File: src/rtl/pll_reconfig_ctrl.sv
// Gowin PLLA dynamic-reconfiguration sequencer: holds the PLL in reset, writes
// (and optionally verifies) one stored divider profile over the MD port, then waits for lock.
module pll_reconfig_ctrl #(
  parameter int NUM_PROFILES     = 4,
  parameter int REGS_PER_PROFILE = 8,
  parameter logic [NUM_PROFILES*REGS_PER_PROFILE*16-1:0] PROFILE_TABLE = '0,
  parameter bit VERIFY           = 1'b1,
  parameter int RST_HOLD         = 4,
  parameter int LOCK_TIMEOUT     = 65535
) (
  input  logic       mdclk,
  input  logic       reset,
  input  logic       req_valid,
  input  logic [3:0] req_profile,
  output logic       req_ready,
  output logic       busy,
  output logic       done,
  output logic       error,
  output logic [1:0] err_code,
  output logic [3:0] cur_profile,
  output logic       cfg_valid,
  output logic       pll_reset,
  input  logic       lock,
  output logic [1:0] mdopc,
  output logic       mdainc,
  output logic [7:0] mdwdi,
  input  logic [7:0] mdrdo
);

  localparam int PW = (NUM_PROFILES > 1) ? $clog2(NUM_PROFILES) : 1;
  localparam int KW = (REGS_PER_PROFILE > 1) ? $clog2(REGS_PER_PROFILE) : 1;
  localparam logic [4:0]    NUM_PROF_L = 5'(NUM_PROFILES);
  localparam logic [KW-1:0] LAST_K     = KW'(REGS_PER_PROFILE - 1);
  localparam logic [16:0]   HOLD_LIMIT = 17'(RST_HOLD);
  localparam logic [16:0]   LOCK_LIMIT = 17'(LOCK_TIMEOUT);

  localparam logic [1:0] OP_NOP     = 2'b00;
  localparam logic [1:0] OP_WRITE   = 2'b01;
  localparam logic [1:0] OP_READ    = 2'b10;
  localparam logic [1:0] OP_SETADDR = 2'b11;

  typedef enum logic [3:0] {
    S_IDLE, S_ASSERT_RST, S_SETADDR, S_WRITE, S_RB_ADDR, S_READ,
    S_CHECK, S_NEXT, S_HOLD, S_WAIT_LOCK, S_FAIL
  } state_t;

  state_t        state, state_next;
  logic          lock_m, lock_s;
  logic [3:0]    prof;
  logic [KW-1:0] k;
  logic [15:0]   cnt;
  logic [16:0]   cnt_inc;
  logic [15:0]   entries [NUM_PROFILES][REGS_PER_PROFILE];
  logic [15:0]   entry;
  logic          accept, bad_req, rst_window;

  for (genvar p = 0; p < NUM_PROFILES; p++) begin : g_prof
    for (genvar e = 0; e < REGS_PER_PROFILE; e++) begin : g_entry
      assign entries[p][e] = PROFILE_TABLE[(p*REGS_PER_PROFILE+e)*16 +: 16];
    end
  end

  assign entry     = entries[prof[PW-1:0]][k];
  assign cnt_inc   = {1'b0, cnt} + 17'd1;
  // Blocking acceptance during the done cycle keeps done and a bad-index error apart.
  assign req_ready = (state == S_IDLE) && !done;
  assign busy      = (state != S_IDLE);
  assign mdainc    = 1'b0;
  assign accept    = req_valid && req_ready;
  assign bad_req   = accept && ({1'b0, req_profile} >= NUM_PROF_L);
  assign error     = bad_req || (state == S_FAIL);

  always_comb begin
    state_next = state;
    mdopc      = OP_NOP;
    mdwdi      = 8'h00;
    rst_window = 1'b0;
    unique case (state)
      S_IDLE:       if (accept && !bad_req) state_next = S_ASSERT_RST;
      S_ASSERT_RST: state_next = S_SETADDR;
      S_SETADDR: begin
        mdopc      = OP_SETADDR;
        mdwdi      = entry[15:8];
        state_next = S_WRITE;
      end
      S_WRITE: begin
        mdopc      = OP_WRITE;
        mdwdi      = entry[7:0];
        state_next = VERIFY ? S_RB_ADDR : S_NEXT;
      end
      S_RB_ADDR: begin
        mdopc      = OP_SETADDR;
        mdwdi      = entry[15:8];
        state_next = S_READ;
      end
      S_READ: begin
        mdopc      = OP_READ;
        state_next = S_CHECK;
      end
      S_CHECK:      state_next = (mdrdo == entry[7:0]) ? S_NEXT : S_FAIL;
      S_NEXT:       state_next = (k == LAST_K) ? S_HOLD : S_SETADDR;
      S_HOLD:       if (cnt_inc >= HOLD_LIMIT) state_next = S_WAIT_LOCK;
      // The timeout fires on the edge where the count reaches LOCK_TIMEOUT.
      S_WAIT_LOCK: begin
        if (lock_s) state_next = S_IDLE;
        else if (cnt_inc >= LOCK_LIMIT) state_next = S_FAIL;
      end
      S_FAIL:       state_next = S_IDLE;
      default:      state_next = S_IDLE;
    endcase
    rst_window = (state_next inside {S_ASSERT_RST, S_SETADDR, S_WRITE, S_RB_ADDR,
                                     S_READ, S_CHECK, S_NEXT, S_HOLD});
  end

  always_ff @(posedge mdclk) begin
    if (reset) begin
      state       <= S_IDLE;
      lock_m      <= 1'b0;
      lock_s      <= 1'b0;
      prof        <= 4'd0;
      k           <= '0;
      cnt         <= 16'd0;
      pll_reset   <= 1'b0;
      done        <= 1'b0;
      err_code    <= 2'd0;
      cur_profile <= 4'd0;
      cfg_valid   <= 1'b1;
    end else begin
      state     <= state_next;
      lock_m    <= lock;
      lock_s    <= lock_m;
      pll_reset <= rst_window;
      done      <= (state == S_WAIT_LOCK) && lock_s;

      if (state_next != state || !(state inside {S_HOLD, S_WAIT_LOCK})) cnt <= 16'd0;
      else cnt <= cnt_inc[15:0];

      if (accept) begin
        if (bad_req) begin
          err_code <= 2'd1;
        end else begin
          prof      <= req_profile;
          err_code  <= 2'd0;
          cfg_valid <= 1'b0;
          k         <= '0;
        end
      end

      if (state == S_NEXT && k != LAST_K) k <= k + 1'b1;

      if (state_next == S_FAIL) err_code <= (state == S_CHECK) ? 2'd2 : 2'd3;

      if (state == S_WAIT_LOCK && lock_s) begin
        cur_profile <= prof;
        cfg_valid   <= 1'b1;
      end
    end
  end

endmodule

File: config.mk
export PLATFORM = sky130hd
export DESIGN_NAME = pll_reconfig_ctrl
export DESIGN_NICKNAME = d
export VERILOG_FILES = /design/src/rtl/pll_reconfig_ctrl.sv
export SDC_FILE = /design/constraint.sdc
export NUM_CORES = 1
export LEC_CHECK = 0
export BUFFER_PORTS_ARGS = -buffer_cell sky130_fd_sc_hd__clkbuf_2
export CAP_MARGIN = 15
export CORE_ASPECT_RATIO = 0.6
export CORE_MARGIN = 2
export CORE_UTILIZATION = 53
export DETAILED_ROUTE_END_ITERATION = 12
export PLACE_DENSITY = 0.76
export SYNTH_ARGS = -nofsm -noshare
export SYNTH_HDL_FRONTEND = slang
export SYNTH_SLANG_ARGS = --single-unit
File: constraint.sdc
create_clock -name mdclk -period 3.3 [get_ports mdclk]
set_input_delay 0 -clock mdclk [delete_from_list [all_inputs] [get_ports mdclk]]
set_output_delay 0 -clock mdclk [all_outputs]
set_load 0.01 [all_outputs]
# Word level (Yosys, flattened, before mapping)
# Cells that the tools add are included.
[word_totals] regBits=38 in_bits=16 output_inout_bits=23 elab_cells=89
[op_classes] n_addsub=2 magnitude_cmp=5 n_eq_ne=24 mux=22 bitwise_logic=3 n_reduce_logical=22
[ops] cell="128-bit binary-select mux with 2-bit select" count=1
[ops] cell="128-bit 2-to-1 mux" count=2
[ops] cell="16-bit binary-select mux with 3-bit select" count=1
[ops] cell="4-bit one-hot mux with 10 select lines" count=1
[ops] cell="4-bit by 3-bit == test with 1-bit output, second input constant" count=8
[ops] cell="16-bit 2-to-1 mux" count=2
[ops] cell="4-bit 2-to-1 mux" count=6
[ops] cell="4-bit == test, second input constant" count=5
[ops] cell="16-bit by 1-bit adder with 17-bit output, second input constant" count=1
[ops] cell="17-bit by 16-bit greater-or-equal comparator with 1-bit output, second input constant" count=1
[ops] cell="17-bit by 3-bit greater-or-equal comparator with 1-bit output, second input constant" count=1
[ops] cell="4-bit by 2-bit == test with 1-bit output, second input constant" count=4
[ops] cell="8-bit one-hot mux with 2 select lines" count=1
[ops] cell="3-bit 2-to-1 mux" count=3
[ops] cell="4-bit by 1-bit == test with 1-bit output, second input constant" count=2
[ops] cell="8-bit == test" count=1
[ops] cell="8-bit nonzero test" count=1
[ops] cell="1-bit logical AND" count=6
[ops] cell="2-bit one-hot mux with 3 select lines" count=1
[ops] cell="2-bit nonzero test" count=3
[ops] cell="2-bit OR reduction" count=3
[ops] cell="4-bit by 3-bit greater-or-equal comparator with 1-bit output, second input constant" count=1
[ops] cell="4-bit greater-or-equal comparator, second input constant" count=1
[ops] cell="4-bit logical NOT" count=1
[ops] cell="15 further kinds" count=21

# Longest topological paths before layout
[logic_depth] depth_word=13 mapped_depth=11 depth_no_buf=9

# Worst setup path after synthesis
# No wires, ideal clock.
[synth_timing] path_type="register to register" startpoint="register cnt[1]" endpoint="register cnt[6]" setup_ps=92 t_arrival_ps=2321 t_required_ps=3208 setup_slack_ps=887 path_stages_with_launch=11 path_buffers=2 synth_period_minus_slack_ps=2413 path_cell_list="dfxtp_1 -> ha_1 -> buf_2 -> and4_1 -> nand3_1 -> nor4_1 -> o22ai_1 -> nor4_4 -> o21ai_2 -> buf_2 -> nor4_1"
[synth_between] elab_chain_len=8 word_cells_on_any_way=10 cone_classes="add/sub (1); order compare (2); eq/ne (1); mux (4); reduce/logical (2)"
[synth_lines] item="from (decl)" line_no="51" source="logic [15:0] cnt;"
[synth_lines] item="from (signal assigned)" line_no="136" source="else cnt <= cnt_inc[15:0];"
[synth_lines] item="16-bit by 1-bit adder with 17-bit output (*)" line_no="64" source="assign cnt_inc = {1'b0, cnt} + 17'd1;"
[synth_lines] item="17-bit by 16-bit greater-or-equal comparator with 1-bit output" line_no="106" source="else if (cnt_inc >= LOCK_LIMIT) state_next = S_FAIL;"
[synth_lines] item="4-bit 2-to-1 mux" line_no="106"
[synth_lines] item="4-bit 2-to-1 mux" line_no="105" source="if (lock_s) state_next = S_IDLE;"
[synth_lines] item="4-bit one-hot mux with 10 select lines" line_no="78" source="unique case (state)"
[synth_lines] item="4-bit != test" line_no="135" source="if (state_next != state || !(state inside {S_HOLD, S_WAIT_LOCK})) cnt <= 16'd0;"
[synth_lines] item="1-bit logical OR" line_no="135"
[synth_lines] item="2-bit OR reduction (no line)"
# Every way passes the cells marked *; elsewhere a longest branch is shown, timed or not.
# A chain may end at the register's enable or synchronous reset.

# Final worst setup path
[layout_timing] startpoint="register cnt[0]" endpoint="register cnt[5]"
# The elaborated chain is that of the path after synthesis.

==> flow_summary.json <==
{
  "r2r_start": "cnt[0]",
  "worstMarginPinSlew_ns": 0.707,
  "wire_per_inst_um": 15.2,
  "reg2reg_depth": 8,
  "grt_pass1_wl_um": 9300,
  "syn-instance-count": 284,
  "vias": 2110,
  "worstReg2RegEnd": "cnt[5]",
  "clk_latency_ns": 0.30,
  "crit_required_ns": 3.46,
  "routabilityCongestion": 0.911,
  "hold_violations": 0,
  "wl_met3_um": 576,
  "synthDominantCellAreaShare": 0.325,
  "cts.htree.levels": 2,
  "async_flop_share": 0,
  "hp-class": "in2reg",
  "powerDensity_nw_per_um2": 391,
  "synthTopCellsByArea": "dfxtp_1 (33%), nor2_1 (4.5%), nor4_1 (4.3%)",
  "grt_max_degree": 27,
  "min_to": "err_code[0]",
  "cts_buffer_depth": 2,
  "synth_edf_count": 0,
  "grt_pass1_vias": 1860,
  "outcome": "completed",
  "root_buffer": "clkbuf_8",
  "io_pins": 39,
  "wl_met1_um": 2740,
  "synthFlopType": "dfxtp_1",
  "netlist.top_cell.by_area": "dfxtp_1",
  "cp.arrival_ns": 3.26,
  "synthDistinctLibCells": 57,
  "critPathSlowestCell": "dfxtp_1",
  "endpoint_kind": "register",
  "diodes": 0,
  "cts_setup_buffers": 0,
  "viasPerCell": 5.80,
  "top_layer_used": "met4",
  "cp_cell_sequence": "ha_2 -> and4_1 -> nand3_1 -> nor4_1 -> o22ai_1 -> nor4_4 -> o21ai_2 -> a2111oi_0",
  "maxSlewViolCount": 0,
  "setup_viol": 0,
  "min_period_ns": 3.10,
  "cpLargestDelayFamily": "simple AND/OR/NAND/NOR gates",
  "yosys_warnings": 0,
  "worstPathMaxFanout": 16,
  "totalWireLength_um": 5540,
  "drive_above_1_share": 0.174,
  "hpwl_um": 3950,
  "ant_nets": 0,
  "critical_path.max_stage_delay_ns": 0.52,
  "crit_buf_inv": 0,
  "die-area_um2": 4970,
  "yosysSeqAreaShare": 0.325,
  "die_w_um": 89.7,
  "drc_errors": 0,
  "fmax_mhz": 323,
  "area_delta_synth_final_pct": 11.2,
  "r2r_setup_slack_ns": 0.20,
  "cts_tree": "yes",
  "grt.overflow.total": 0,
  "hp-start": "req_valid",
  "critPathLaunchType": "register",
  "total_leakage_power_uw": 0.000988,
  "antenna_found_initial": 0,
  "drt_iter0_drc": 236,
  "syn_avg_cell_area_um2": 8.23,
  "totalPowerFinal_uw": 1020,
  "cap_violations": 0,
  "row_count": 18,
  "hold_depth": 5,
  "worstSetupPathType": "reg2reg",
  "vdd_ir_drop_max_v": 0.000221,
  "initial_utilization": 0.561,
  "ys_seq_elements": 38,
  "rsz0062_at_grt": "no",
  "clk_pin_slew_ns": 0.08,
  "timing.slew.headroom": 0.528,
  "setup_tns_ns": 0,
  "cts_made_buffers": 5,
  "finClkSkew_ns": 0.00393,
  "netlist_area_um2": 2340,
  "fin_crit_sh": 0.940,
  "die_h_um": 55.4,
  "port_buffers": 29,
  "met2_wirelength_um": 2170,
  "track_usage": 0.234,
  "core-area_um2": 4170,
  "clkSinkCount": 38,
  "nets": 323,
  "first_pass_iters": 5
}
==> per-layer routing <==
layer	track usage	vias to the layer above
met4	0.0593	0
li1	-	1045
met3	0.0791	5
met1	0.364	952
met2	0.302	108
met5	0	-
==> logic make-up after synthesis <==
family / Yosys count / share of synthesized area
AND/OR/NAND/NOR: 136 / 0.339
AO/OA/AOI/OAI: 45 / 0.139
flip-flops: 38 / 0.325
buffers and inverters: 38 / 0.0867
XOR/XNOR: 15 / 0.0562
multiplexers: 7 / 0.0305
adder cells (fa/ha/maj): 4 / 0.0214
other: 1 / 0.00160
==> flip-flops by register name, summed over array words and instances, names as in the netlist <==
signal,flops
k,3
cur_profile,4
cnt,16
lock_m,1
state,4
pll_reset,1
err_code,2
lock_s,1
cfg_valid,1
prof,4
done,1
==> power breakdown <==
group          leakage, uW  switching, uW  internal (uW)
registers         0.000307           4.83            464
logic             0.000613           35.7           25.7
clock network    0.0000683            184            303
total             0.000988            225            792
==> cells in the final DEF (no fill, tap or decap), drive strengths merged, types with 4 or more instances in the layout <==
cell,n
nor4,18
nor4b,4
nor3,8
nand3b,4
xnor2,11
nand4,4
nor2b,7
nand2b,4
conb,9
xor2,4
a21oi,12
dfxtp,38
o21ai,10
ha,4
and2,4
clkbuf,34
inv,8
mux2i,6
nand2,20
nor2,28
nand3,14
==> synthesized netlist by cell type (all sizes together), types with 4 or more instances <==
library cell,instances
dfxtp,38
nor2,28
buf,20
nand2,20
nor4,18
nand3,14
a21oi,12
xnor2,11
clkbuf,10
o21ai,10
inv,8
nor3,8
nor2b,7
mux2i,6
and2,4
ha,4
nand2b,4
nand3b,4
nand4,4
nor4b,4
xor2,4
==> worst max-delay path by stage <==
stage	slack [ns]	end	cells past startpoint	startpoint
2_1_floorplan	0.89	cnt[6]	10	cnt[1]
3_3_place_gp	0.44	cnt[5]	8	cnt[0]
3_5_place_dp	0.23	cnt[5]	8	cnt[0]
4_1_cts	0.21	cnt[5]	8	cnt[0]
5_1_grt	0.06	cnt[5]	8	cnt[0]
6_report	0.20	cnt[5]	8	cnt[0]
==> worst register-to-register path, cell delays in order, from the launching register on <==
cell and delay, ns:
dfxtp_1 0.52, ha_2 0.36, and4_1 0.28, nand3_1 0.17
nor4_1 0.35, o22ai_1 0.19, nor4_4 0.35, o21ai_2 0.27
a2111oi_0 0.49
==> layout make-up <==
class                           count  area [um^2]
Fill cell                         349         1570
Inverter                            8         30.0
Tap cell                           60         75.1
Timing Repair Buffer               34          190
Clock buffer                        5         68.8
Sequential cell                    38          761
Multi-Input combinational cell    216         1410
Clock inverter                      3         68.8
==> stage by stage <==
stage / cells / cell area [um^2] / hold slack, ns / worst slack, ns / util
finish: 364 / 2600 / 0.118 / 0.200 / 0.624
global route: 364 / 2600 / 0.186 / 0.0632 / 0.624
CTS: 364 / 2600 / 0.103 / 0.206 / 0.623
detailed placement: 353 / 2430 / 0.225 / 0.228 / 0.583
global placement: 353 / 2430 / 0.224 / 0.437 / 0.583
floorplan: 292 / 2370 / 0.128 / 0.887 / -
==> repair_timing <==
action / 4_1_cts / 5_1_grt
setup endpoints to repair: 0 / 1
hold buffers: 3 / 0
resized for setup: 0 / 1
hold endpoints to repair: 3 / 0
(Power assumes the default switching activity.)
